==> src/rtl/dpram_arb_pkg.sv <==
// Shared types and constants for the four-requester dual-port RAM arbiter.
// Holds the port enum, the response tag layout and the round-robin pointer step.
package dpram_arb_pkg;

   localparam int NREQ = 4;

   typedef enum logic {
      PORT_A = 1'b0,
      PORT_B = 1'b1
   } port_e;

   typedef struct packed {
      logic       valid;
      logic       is_read;
      logic [1:0] idx;
   } tag_t;

   localparam tag_t TAG_IDLE = '{valid: 1'b0, is_read: 1'b0, idx: 2'd0};

   function automatic logic [1:0] next_ptr(input logic [1:0] idx);
      return idx + 2'd1;
   endfunction

endpackage

==> src/rtl/dpram_arbiter_rr_pick2.sv <==
// Round-robin selector: picks the first two valid requesters starting at ptr.
// Purely combinational so it can be exercised on its own.
module rr_pick2 (
   input  logic [3:0] valid,
   input  logic [1:0] ptr,
   output logic [1:0] first,
   output logic       first_found,
   output logic [1:0] second,
   output logic       second_found
);

   logic [1:0] idx;

   // scan ptr, ptr+1, ... modulo 4 and keep the first two hits
   always_comb begin
      first        = 2'd0;
      first_found  = 1'b0;
      second       = 2'd0;
      second_found = 1'b0;
      idx          = 2'd0;
      for (int k = 0; k < 4; k++) begin
         idx = ptr + 2'(k);
         if (valid[idx] && !first_found) begin
            first       = idx;
            first_found = 1'b1;
         end else if (valid[idx] && !second_found) begin
            second       = idx;
            second_found = 1'b1;
         end else begin
         end
      end
   end

endmodule

==> src/rtl/dpram_arbiter.sv <==
// Grants up to two requesters per cycle onto RAM ports A/B, blocks same-address
// hazards between the ports and returns read data one cycle after the grant.
module dpram_arbiter #(
   parameter int DATA_W = 8,
   parameter int ADDR_W = 10,
   parameter int NREQ   = dpram_arb_pkg::NREQ
) (
   input  logic                     clk,
   input  logic                     rst_n,
   input  logic [NREQ-1:0]          req_valid,
   output logic [NREQ-1:0]          req_ready,
   input  logic [NREQ-1:0]          req_we,
   input  logic [NREQ*ADDR_W-1:0]   req_addr,
   input  logic [NREQ*DATA_W-1:0]   req_wdata,
   output logic [NREQ-1:0]          rsp_valid,
   output logic [NREQ*DATA_W-1:0]   rsp_rdata,
   output logic                     ram_we_a,
   output logic                     ram_we_b,
   output logic [ADDR_W-1:0]        ram_addr_a,
   output logic [ADDR_W-1:0]        ram_addr_b,
   output logic [DATA_W-1:0]        ram_din_a,
   output logic [DATA_W-1:0]        ram_din_b,
   input  logic [DATA_W-1:0]        ram_dout_a,
   input  logic [DATA_W-1:0]        ram_dout_b
);
   import dpram_arb_pkg::*;

   logic [1:0] ptr;
   logic [1:0] first;
   logic [1:0] second;
   logic       first_found;
   logic       second_found;
   logic       hazard;
   logic       grant_a;
   logic       grant_b;
   tag_t       tag [2];

   rr_pick2 u_pick (
      .valid        (req_valid),
      .ptr          (ptr),
      .first        (first),
      .first_found  (first_found),
      .second       (second),
      .second_found (second_found)
   );

   // Port B may not touch A's address in the same cycle if either side writes.
   assign hazard  = (req_addr[first*ADDR_W +: ADDR_W] == req_addr[second*ADDR_W +: ADDR_W])
                    && (req_we[first] || req_we[second]);
   assign grant_a = rst_n & first_found;
   assign grant_b = rst_n & second_found & ~hazard;

   // drive grants and RAM port controls from the selected requesters
   always_comb begin
      req_ready  = '0;
      ram_we_a   = 1'b0;
      ram_addr_a = '0;
      ram_din_a  = '0;
      ram_we_b   = 1'b0;
      ram_addr_b = '0;
      ram_din_b  = '0;
      if (grant_a) begin
         req_ready[first] = 1'b1;
         ram_we_a         = req_we[first];
         ram_addr_a       = req_addr[first*ADDR_W +: ADDR_W];
         ram_din_a        = req_wdata[first*DATA_W +: DATA_W];
      end else begin
         ram_we_a = 1'b0;
      end
      if (grant_b) begin
         req_ready[second] = 1'b1;
         ram_we_b          = req_we[second];
         ram_addr_b        = req_addr[second*ADDR_W +: ADDR_W];
         ram_din_b         = req_wdata[second*DATA_W +: DATA_W];
      end else begin
         ram_we_b = 1'b0;
      end
   end

   // round-robin pointer and per-port response tags
   always_ff @(posedge clk or negedge rst_n) begin
      if (!rst_n) begin
         ptr         <= 2'd0;
         tag[PORT_A] <= TAG_IDLE;
         tag[PORT_B] <= TAG_IDLE;
      end else begin
         if (grant_b) begin
            ptr <= next_ptr(second);
         end else if (grant_a) begin
            ptr <= next_ptr(first);
         end else begin
            ptr <= ptr;
         end
         tag[PORT_A] <= '{valid: grant_a, is_read: ~req_we[first],  idx: first};
         tag[PORT_B] <= '{valid: grant_b, is_read: ~req_we[second], idx: second};
      end
   end

   // route registered RAM read data back to the owning requester
   always_comb begin
      rsp_valid = '0;
      rsp_rdata = '0;
      if (tag[PORT_A].valid && tag[PORT_A].is_read) begin
         rsp_valid[tag[PORT_A].idx]                   = 1'b1;
         rsp_rdata[tag[PORT_A].idx*DATA_W +: DATA_W]  = ram_dout_a;
      end else begin
      end
      if (tag[PORT_B].valid && tag[PORT_B].is_read) begin
         rsp_valid[tag[PORT_B].idx]                   = 1'b1;
         rsp_rdata[tag[PORT_B].idx*DATA_W +: DATA_W]  = ram_dout_b;
      end else begin
      end
   end

endmodule

==> config.mk <==
export PLATFORM = sky130hd
export DESIGN_NAME = dpram_arbiter
export DESIGN_NICKNAME = d
export VERILOG_FILES = /design/src/rtl/dpram_arb_pkg.sv /design/src/rtl/dpram_arbiter_rr_pick2.sv /design/src/rtl/dpram_arbiter.sv
export SDC_FILE = /design/constraint.sdc
export NUM_CORES = 1
export LEC_CHECK = 0
export CAP_MARGIN = 5
export CORE_MARGIN = 2
export CORE_UTILIZATION = 41
export DETAILED_ROUTE_END_ITERATION = 6
export PLACE_DENSITY = 0.91
export SYNTH_ARGS = -nofsm -noshare
export SYNTH_HDL_FRONTEND = slang
export SYNTH_HIERARCHICAL = 1
export SYNTH_SLANG_ARGS = --single-unit
==> constraint.sdc <==
create_clock -name clk -period 5.2 [get_ports clk]
set_input_delay 0.52 -clock clk [delete_from_list [all_inputs] [get_ports clk]]
set_output_delay 0.52 -clock clk [all_outputs]
set_load 0.02 [all_outputs]
; Yosys cells after proc, flatten, opt, wreduce, memory -nomap -nowiden
; Cells that the tools add are included.
[word_totals]
wordCells = 124
register_bits = 10
inputBits = 98
output_inout_bits = 78
[classes]
n_lt_le_gt_ge = 12
n_reduce_logical = 21
multipliers = 2
shifts = 8
muxes = 57
n_bitwise = 9
n_eq_ne = 1
add_sub_neg = 7
[op_table]
columns = cell, count
row1 = $shiftx A40 B7 Y10, 2
row2 = $neg A5 Y34, 2
row3 = $shift A8 B34 Y32 const A, 2
row4 = $shiftx A8 B34 Y32, 2
row5 = $mux W32, 2
row6 = $shiftx A32 B6 Y8, 2
row7 = $and A32 B32 Y32, 1
row8 = $bwmux W32, 1
row9 = $mux W2, 13
row10 = $lt A2 B3 Y1 const B, 8
row11 = $mux W1, 23
row12 = $mux W10, 2
row13 = $mux W4, 4
row14 = $mux W8, 2
row15 = $logic_and A1 B1 Y1, 13
row16 = $bmux W1 S2, 6
row17 = $eq A10 B10 Y1, 1
row18 = $mul A2 B3 Y5 const B, 2
row19 = $demux W1 S2, 4
row20 = $ge A2 B1 Y1 const B, 4
row21 = $or A4 B4 Y4, 2
row22 = $add A2 B1 Y2 const B, 3
row23 = $logic_not A1 Y1, 6
row24 = $add A2 B2 Y2 const B, 2
row25 = 4 further kinds, 8

; Longest topological paths before layout
; Gate-level depths: netlist (run 1).
[depth]
depth_word = 23
depth_mapped = 13
mapped_depth_nobuf = 9

; Hierarchy
; Netlist (run 1), hierarchy kept.
[modules_own_cells]
columns = module, cells_each, n_inst, area_each_um2, seq_area_each_um2
row1 = dpram_arbiter, 216, 1, 2442.3, 250.2
row2 = rr_pick2, 46, 1, 284.0, 0.0

; Worst setup path before layout (run 1)
; OpenSTA, ideal clock, no wires.
[synth_path]
kind = input to output
startpoint = input req_valid[0]
endpoint = output ram_addr_b[0]
setup_slack_ps = 1430
path_stages = 13
required_ps = 4680
arrival_ps = 3250
path_buffers = 4
cell_sequence = buf_6 -> nor2b_4 -> or4b_1 -> o21ai_0 -> a22o_2 -> buf_6 -> buf_6 -> mux4_2 -> xor2_1 -> nor4_4 -> a31oi_4 -> buf_6 -> and2_1
[synth_via]
elab_chain_cells = 23
word_cells_on_any_way = 56
classes_between = mul: 2 / eq/ne: 1 / shift: 2 / mux: 34 / bitwise: 3 / reduce/logical: 14
[synth_lines]
columns = item, line
row1 = start: declaration, dpram_arbiter.sv:10  ; input logic [NREQ-1:0] req_valid,
row2 = $bmux W1 S2, "dpram_arbiter_rr_pick2.sv:23, dpram_arbiter_rr_pick2.sv:26"
row3 = $mux W1 (implied by the code), "dpram_arbiter_rr_pick2.sv:23, dpram_arbiter_rr_pick2.sv:26"
row4 = $mux W1, "dpram_arbiter_rr_pick2.sv:23, dpram_arbiter_rr_pick2.sv:26"
row5 = $mux W1, dpram_arbiter_rr_pick2.sv:23  ; if (valid[idx] && !first_found) begin
row6 = $logic_not A1 Y1, dpram_arbiter_rr_pick2.sv:26  ; end else if (valid[idx] && !second_found) begin
row7 = $logic_and A1 B1 Y1, dpram_arbiter_rr_pick2.sv:26
row8 = $mux W1, dpram_arbiter_rr_pick2.sv:26
row9 = $mux W1, dpram_arbiter_rr_pick2.sv:23
row10 = [... 8 more ...], -
row11 = net second[0], dpram_arbiter.sv:30  ; logic [1:0] second;
row12 = $mul A2 B3 Y5 or $bmux W1 S2 (tied branches), "dpram_arbiter.sv:48, dpram_arbiter.sv:73, dpram_arbiter.sv:49"
row13 = $shiftx A40 B7 Y10 or $mux W1 (tied branches), "dpram_arbiter.sv:48, dpram_arbiter.sv:73, dpram_arbiter.sv:49"
row14 = $eq A10 B10 Y1 or $logic_or A1 B1 Y1 (tied branches), "dpram_arbiter.sv:48, dpram_arbiter.sv:49"
row15 = $logic_and A1 B1 Y1, dpram_arbiter.sv:49  ; && (req_we[first] || req_we[second]);
row16 = $not A1 Y1, dpram_arbiter.sv:51  ; assign grant_b = rst_n & second_found & ~hazard;
row17 = $and A1 B1 Y1, dpram_arbiter.sv:51
row18 = $mux W10 (*), dpram_arbiter.sv:70  ; if (grant_b) begin
row19 = end: declaration, dpram_arbiter.sv:20  ; output logic [ADDR_W-1:0] ram_addr_b,
; The timed path passes the listed nets; every way through them passes the cells marked *. The select of a mux whose other input is x is not followed.

; Final worst setup path (run 1)
[layout_path]
startpoint = input req_valid[2]
endpoint = output req_ready[2]
[layout_via]
elab_chain_cells = 23
word_cells_on_any_way = 70
classes_between = mul: 2 / order compare: 4 / eq/ne: 1 / shift: 2 / mux: 40 / bitwise: 5 / reduce/logical: 16
[layout_lines]
columns = item, line
row1 = $bmux W1 S2, "dpram_arbiter_rr_pick2.sv:23, dpram_arbiter_rr_pick2.sv:26"
row2 = $mux W1 (implied by the code), "dpram_arbiter_rr_pick2.sv:23, dpram_arbiter_rr_pick2.sv:26"
row3 = $mux W1, "dpram_arbiter_rr_pick2.sv:23, dpram_arbiter_rr_pick2.sv:26"
row4 = $mux W1, dpram_arbiter_rr_pick2.sv:23
row5 = $logic_not A1 Y1, dpram_arbiter_rr_pick2.sv:26
row6 = $logic_and A1 B1 Y1, dpram_arbiter_rr_pick2.sv:26
row7 = $mux W1, dpram_arbiter_rr_pick2.sv:26
row8 = $mux W1, dpram_arbiter_rr_pick2.sv:23
row9 = [... 8 more ...], -
row10 = net second[0], dpram_arbiter.sv:30
row11 = $mul A2 B3 Y5 or $bmux W1 S2 (tied branches), "dpram_arbiter.sv:48, dpram_arbiter.sv:49"
row12 = $shiftx A40 B7 Y10 or $mux W1 (tied branches), "dpram_arbiter.sv:48, dpram_arbiter.sv:49"
row13 = $eq A10 B10 Y1 or $logic_or A1 B1 Y1 (tied branches), "dpram_arbiter.sv:48, dpram_arbiter.sv:49"
row14 = $logic_and A1 B1 Y1, dpram_arbiter.sv:49
row15 = $not A1 Y1, dpram_arbiter.sv:51
row16 = $and A1 B1 Y1, dpram_arbiter.sv:51
row17 = $mux W4 (*), dpram_arbiter.sv:70
row18 = end: declaration, dpram_arbiter.sv:11  ; output logic [NREQ-1:0] req_ready,
; Marked as above.

==> results of run 1 <==
## worst reg2reg max path: cells and delay by family (launching register included)
kind | cells | cell delay (ns)
flip-flops | 1 | 0.54
AND/OR/NAND/NOR | 3 | 0.82
multiplexers | 2 | 0.66
AO/OA/AOI/OAI | 3 | 0.60
buffers and inverters | 3 | 0.55
XOR/XNOR | 1 | 0.17
## logic make-up (layout without fill, tap and decap cells)
logic type / Yosys count / after routing / share of synthesized area
and+or+nand+nor: 90 / 90 / 0.202
AOI/OAI and AO/OA: 63 / 63 / 0.200
muxes: 40 / 40 / 0.332
buffers and inverters: 34 / 206 / 0.0762
adders and majority gates: 13 / 13 / 0.0597
xor gates and xnor gates: 12 / 12 / 0.0385
DFF: 10 / 10 / 0.0918
## synth_stat cells (all sizes together), types with 3 or more instances
library cell  instances  area [sq um]
a2111oi               3          57.6
a21oi                11          55.1
a22o                 33           290
a32o                  3          30.0
and2                 38           248
and4                  3          26.3
buf                  13           125
clkbuf                9          37.5
dfrtp                10           250
ha                   13           163
inv                  12          45.0
mux4                 38           886
nand2                15          56.3
nand3                 4          20.0
nor2                 13          48.8
nor2b                 3          26.3
nor3                  4          25.0
o21ai                 4          20.0
xor2                 10          87.6
## sequential cells by signal (all words and copies together) (netlist names)
| signal | cells |
|---|---|
| ptr | 2 |
| tag | 8 |
## stage by stage
step            util  total power, mW  hold WS (ns)  setup WS, ns  TNS (ns)
2_1_floorplan      -            0.978         0.224          1.43         0
3_3_place_gp   0.705             1.33         0.767         0.162         0
3_5_place_dp   0.705             1.35         0.765        0.0721         0
4_1_cts        0.714             1.46         0.630        0.0847         0
5_1_grt        0.717             1.55         0.670       -0.0139   -0.0139
6_report       0.717             1.46         0.630         0.242         0
## power groups by stage
stage               Clock (mW)  Sequential, mW  Combinational (mW)
floorplan                    0           0.134               0.844
CTS                     0.0959           0.150                1.21
finish                  0.0947           0.150                1.21
detailed placement           0           0.151                1.20
global placement             0           0.150                1.18
global route             0.101           0.157                1.29
## how the worst max path moves through the flow
stage | startpoint | endpoint | cells after the start
after floorplan | req_valid[0] | ram_addr_b[0] | 13
after global placement | req_valid[2] | ram_addr_b[6] | 13
after detailed placement | req_valid[2] | ram_addr_b[6] | 13
after CTS | req_valid[2] | ram_addr_b[6] | 13
after global routing | req_valid[2] | ram_addr_b[9] | 13
final | req_valid[2] | req_ready[2] | 13
## per-layer routing
metal	global-route usage	up-vias	wire [um]
li1	-	1380	-
met4	0.0794	0	326
met2	0.478	191	4990
met5	0	-	0
met3	0.0703	30	917
met1	0.275	1440	3380
## layout make-up
cell class | count | area [sq um] | share of cell area
Inverter | 12 | 45.0 | 0.00983
Timing Repair Buffer | 190 | 1860 | 0.407
Multi-Input combinational cell | 218 | 2270 | 0.496
Clock buffer | 4 | 55.1 | 0.0120
Sequential cell | 10 | 250 | 0.0546
Tap cell | 77 | 96.3 | 0.0210
## what timing repair did
action	CTS	global route
hold endpoints to repair	0	0
setup buffers	0	3
endpoints found under the setup margin	0	11
hold buffers	0	0
==> impl_metrics.ini, run 1 <==
[clocking]
cts_root_buf = clkbuf_8
cts.sinks = 10
numCtsBuffers = 3
clock_latency_ns = 0.23
cts.htree.levels = 1
path_clk_slew_ns = 0.05
ctsLongestPathBuffers = 2
cts_resized = 0
cts_tree = yes

[placement]
numPortBuffers = 175
hpwl_um = 8090
dp.cells = 504
placed_area_sq_um = 4500
place.gp.congestion = 0.869

[detailed_routing]
drc = 0
drt-total-wl_um = 9610
num_vias = 3041
first_pass_iters = 4
dr.first_iter.drc_count = 97
antenna_left = 0
via_per_inst = 5.95
wl_per_cell_um = 18.8

[floorplanning]
core_sq_um = 6390
start_util = 0.427
num_rows = 29
chipWidth_um = 85.5
die_area_sq_um = 7320
die_h_um = 85.5
ioPinCount = 176

[critical_path]
r2r_slack_ns = 1.74
critPathMaxFanout = 8
cp_slowest_cell = clkdlybuf4s50_1
rr_endpoint = ptr[1]$_DFFE_PN0P_
cp_cell_sequence = clkdlybuf4s50_1, nor2b_1, or3_1, a31oi_1, a22o_2, buf_4, mux4_2, xor2_1, nor3_2, a31oi_4, buf_4, a32o_1, clkdlybuf4s50_1
critical_path_class = input pin to output port
max_stage_delay_ns = 0.57
r2r_cells = 12
cp_top_family = buffers and inverters
worst-path-buf-inv = 4
reg2reg_from = ptr[0]$_DFFE_PN0P_
crit_required_ns = 4.68
crit_arrival_ns = 4.44
endpoint_kind = output port
cp-start-kind = input pin

[power]
intPower_uw = 786
p_seq_frac = 0.103
power_switching_uw = 670
clkPwrFrac = 0.065
p_leak_nw = 1.75
p_comb_frac = 0.832
switching_share = 0.460
power.density_nw_per_um2 = 318
ir_drop_uv = 211

[layout]
final_area_sq_um = 4580
fill_cells = 435
drive_gt1_frac = 0.154
n_antenna_cell = 0
syn2layout_area_growth_pct = 68.1
final_cell_mix = 175 x clkdlybuf4s50_1, 34 x and2_1, 32 x a22o_1
nets = 546
final_cells = 511
final_common_cell = clkdlybuf4s50_1

[synth]
synth-seq-cells = 10
yosysUniqueCellTypes = 50
ys_warn_count = 6
syn_inst = 262
synth.avg_cell_area_sq_um = 10.4
synth_edf_count = 0
yosysSeqAreaShare = 0.0918
synthesis.nets = 373
synth_ff_type = dfrtp_1
synth_area_sq_um = 2730
async_flop_share = 1.00

[outcome]
status = completed

[global_route]
grt_pass1_wl_um = 15000
overflow = 0
antenna_found_initial = 0
grt_usage = 0.254
grt_max_degree = 23
grt_pass1_vias = 3178

[timing]
fin_skew_ns = 0.00388
worst_slew_pin_slew_ns = 1.24
fmax_mhz = 202
finalSetupViolCount = 0
period_share = 0.953
min_period_ns = 4.96
slew_violations = 0
slew_headroom = 0.168
hold_viol_final = 0

[worst_hold_path]
hold_path_class = input pin to asynchronous set/reset pin

[job]
maxCapViolations = 0
(Power assumes the default switching activity.)
==> inputs of run 2 (changes only) <==
--- a/config.mk
+++ b/config.mk
@@ -7,9 +7,9 @@
 export LEC_CHECK = 0
 export CAP_MARGIN = 5
 export CORE_MARGIN = 2
-export CORE_UTILIZATION = 41
+export CORE_UTILIZATION = 30
 export DETAILED_ROUTE_END_ITERATION = 6
-export PLACE_DENSITY = 0.91
+export PLACE_DENSITY = 0.7
 export SYNTH_ARGS = -nofsm -noshare
 export SYNTH_HDL_FRONTEND = slang
 export SYNTH_HIERARCHICAL = 1
==> impl_metrics.ini, run 2 (same netlist as run 1, synthesis figures left out) <==
[layout]
nets = 549
top_regs = tag (8), ptr (2)
final_cells = 544
drive_gt1_frac = 0.158
final_common_cell = clkdlybuf4s50_1
n_antenna_cell = 0
largest_register_ffs = 8
final_area_sq_um = 4660
regMostFlops = tag
final_cell_mix = 175 x clkdlybuf4s50_1, 34 x and2_1, 32 x a22o_1
syn2layout_area_growth_pct = 71.1

[critical_path]
endpoint_kind = output port
max_stage_delay_ns = 0.55
r2r_cells = 11
crit_required_ns = 4.68
critical_path_class = input pin to output port
cp_top_family = buffers and inverters
reg2reg_from = ptr[0]$_DFFE_PN0P_
r2r_slack_ns = 1.79
cp-start-kind = input pin
crit_arrival_ns = 4.43
cp_common_cell = clkdlybuf4s50_1
rr_endpoint = ptr[1]$_DFFE_PN0P_
critPathMaxFanout = 25
worst-path-buf-inv = 4
cp_slowest_cell = mux4_2
cp_cell_sequence = clkdlybuf4s50_1, nor2b_4, or4b_1, o21ai_0, a22o_2, buf_12, mux4_2, xor2_1, a2111oi_4, buf_4, a31oi_4, a32o_1, clkdlybuf4s50_1

[floorplanning]
num_rows = 34
core_sq_um = 8760
die_h_um = 99.3
start_util = 0.311
ioPinCount = 176
die_area_sq_um = 9870
chipWidth_um = 99.3

[job]
maxCapViolations = 0

[power]
power.density_nw_per_um2 = 318
p_leak_nw = 1.77
ir_drop_uv = 147
p_total_mw = 1.48

[timing]
grt_setup_unrepaired = no
fin_tns_setup_ns = 0
holdWs_ns = 0.652
hold_viol_final = 0
fmax_mhz = 202
finalSetupViolCount = 0
worst_slew_pin_slew_ns = 0.970
period_share = 0.953
fin_skew_ns = 0.00132
slew_headroom = 0.352
min_period_ns = 4.95
slew_violations = 0

[detailed_routing]
first_pass_iters = 4
drc = 0
via_per_inst = 5.49
dr.first_iter.drc_count = 204
drt-total-wl_um = 9820
antenna_left = 0
wl_per_cell_um = 18.0
num_vias = 2988

[global_route]
grt_usage = 0.186
grt_max_degree = 27
grt_pass1_vias = 3197
antenna_found_initial = 0
grt_pass1_wl_um = 15000
overflow = 0

[worst_hold_path]
hold_path_class = input pin to asynchronous set/reset pin

[placement]
placed_area_sq_um = 4560
hpwl_um = 7890
dp.cells = 536
place.gp.congestion = 0.828
numPortBuffers = 175

[clocking]
cts_root_buf = clkbuf_8
cts_hold_buf = 0
cts_tree = yes
numCtsBuffers = 3
cts.htree.levels = 1
clock_latency_ns = 0.23
cts.sinks = 10
path_clk_slew_ns = 0.04
ctsLongestPathBuffers = 2

[outcome]
status = completed
[run 2: cell types whose count changed in the layout (fill, tap and decap cells not counted), sizes merged]
| cell | previous run | this run |
|---|---|---|
| a31oi | 2 | 3 |
| clkbuf | 4 | 3 |
| buf | 15 | 17 |
[run 2: layout make-up]
type,instances,area (sq um)
well taps,108,135
inverters,12,45.0
clock buffers,3,41.3
fillers,801,4100
flip-flops and latches,10,250
multi-input cells,219,2300
repair buffers,192,1890
[run 2: worst reg2reg max path, stage by stage, from the launching register on]
cell and delay, ns:
dfrtp_1 0.55, nor2b_4 0.09, or4b_1 0.46, o21ai_0 0.10
a22o_2 0.20, buf_12 0.21, mux4_2 0.56, xor2_1 0.18
a2111oi_4 0.35, buf_4 0.19, a31oi_4 0.19, mux2i_1 0.18
[run 2: stage by stage]
stage | util | setup slack, ns
2_1_floorplan | - | 1.43
3_3_place_gp | 0.521 | 0.176
3_5_place_dp | 0.521 | 0.158
4_1_cts | 0.525 | 0.156
5_1_grt | 0.532 | 0.0287
6_report | 0.532 | 0.245
[run 2: report_power, final]
part           leakage, nW  switching (mW)  internal (mW)
clock               0.0216          0.0256         0.0503
sequential           0.120          0.0484          0.105
combinational         1.63           0.607          0.647
[run 2: worst max-delay path by stage]
stage | startpoint | to | slack (ns) | cells past startpoint
CTS | req_valid[0] | req_ready[1] | 0.16 | 12
detailed placement | req_valid[0] | req_ready[1] | 0.16 | 12
finish | req_valid[0] | req_ready[3] | 0.25 | 13
global placement | req_valid[2] | ram_addr_b[5] | 0.18 | 11
floorplan | req_valid[0] | ram_addr_b[0] | 1.43 | 13
global route | req_valid[2] | req_ready[2] | 0.03 | 11
[run 2: timing repair]
item	CTS	global route
gates resized for setup	0	2
setup endpoints to repair	0	23
setup buffers	0	4
[run 2: layer usage]
layer  up-vias  track usage  wire length [um]
li1       1391            -                 -
met1      1420        0.201              3550
met2       152        0.353              5170
met3        25       0.0337               781
met4         0       0.0780               317
met5         -            0                 0
==> inputs of run 3 (changes only) <==
--- a/config.mk
+++ b/config.mk
@@ -9,6 +9,7 @@
 export CORE_MARGIN = 2
 export CORE_UTILIZATION = 30
 export DETAILED_ROUTE_END_ITERATION = 6
+export GPL_ROUTABILITY_DRIVEN = 0
 export PLACE_DENSITY = 0.7
 export SYNTH_ARGS = -nofsm -noshare
 export SYNTH_HDL_FRONTEND = slang
==> results of run 3 <==
The final DEF is identical to that of run 2; final timing and power are the same.
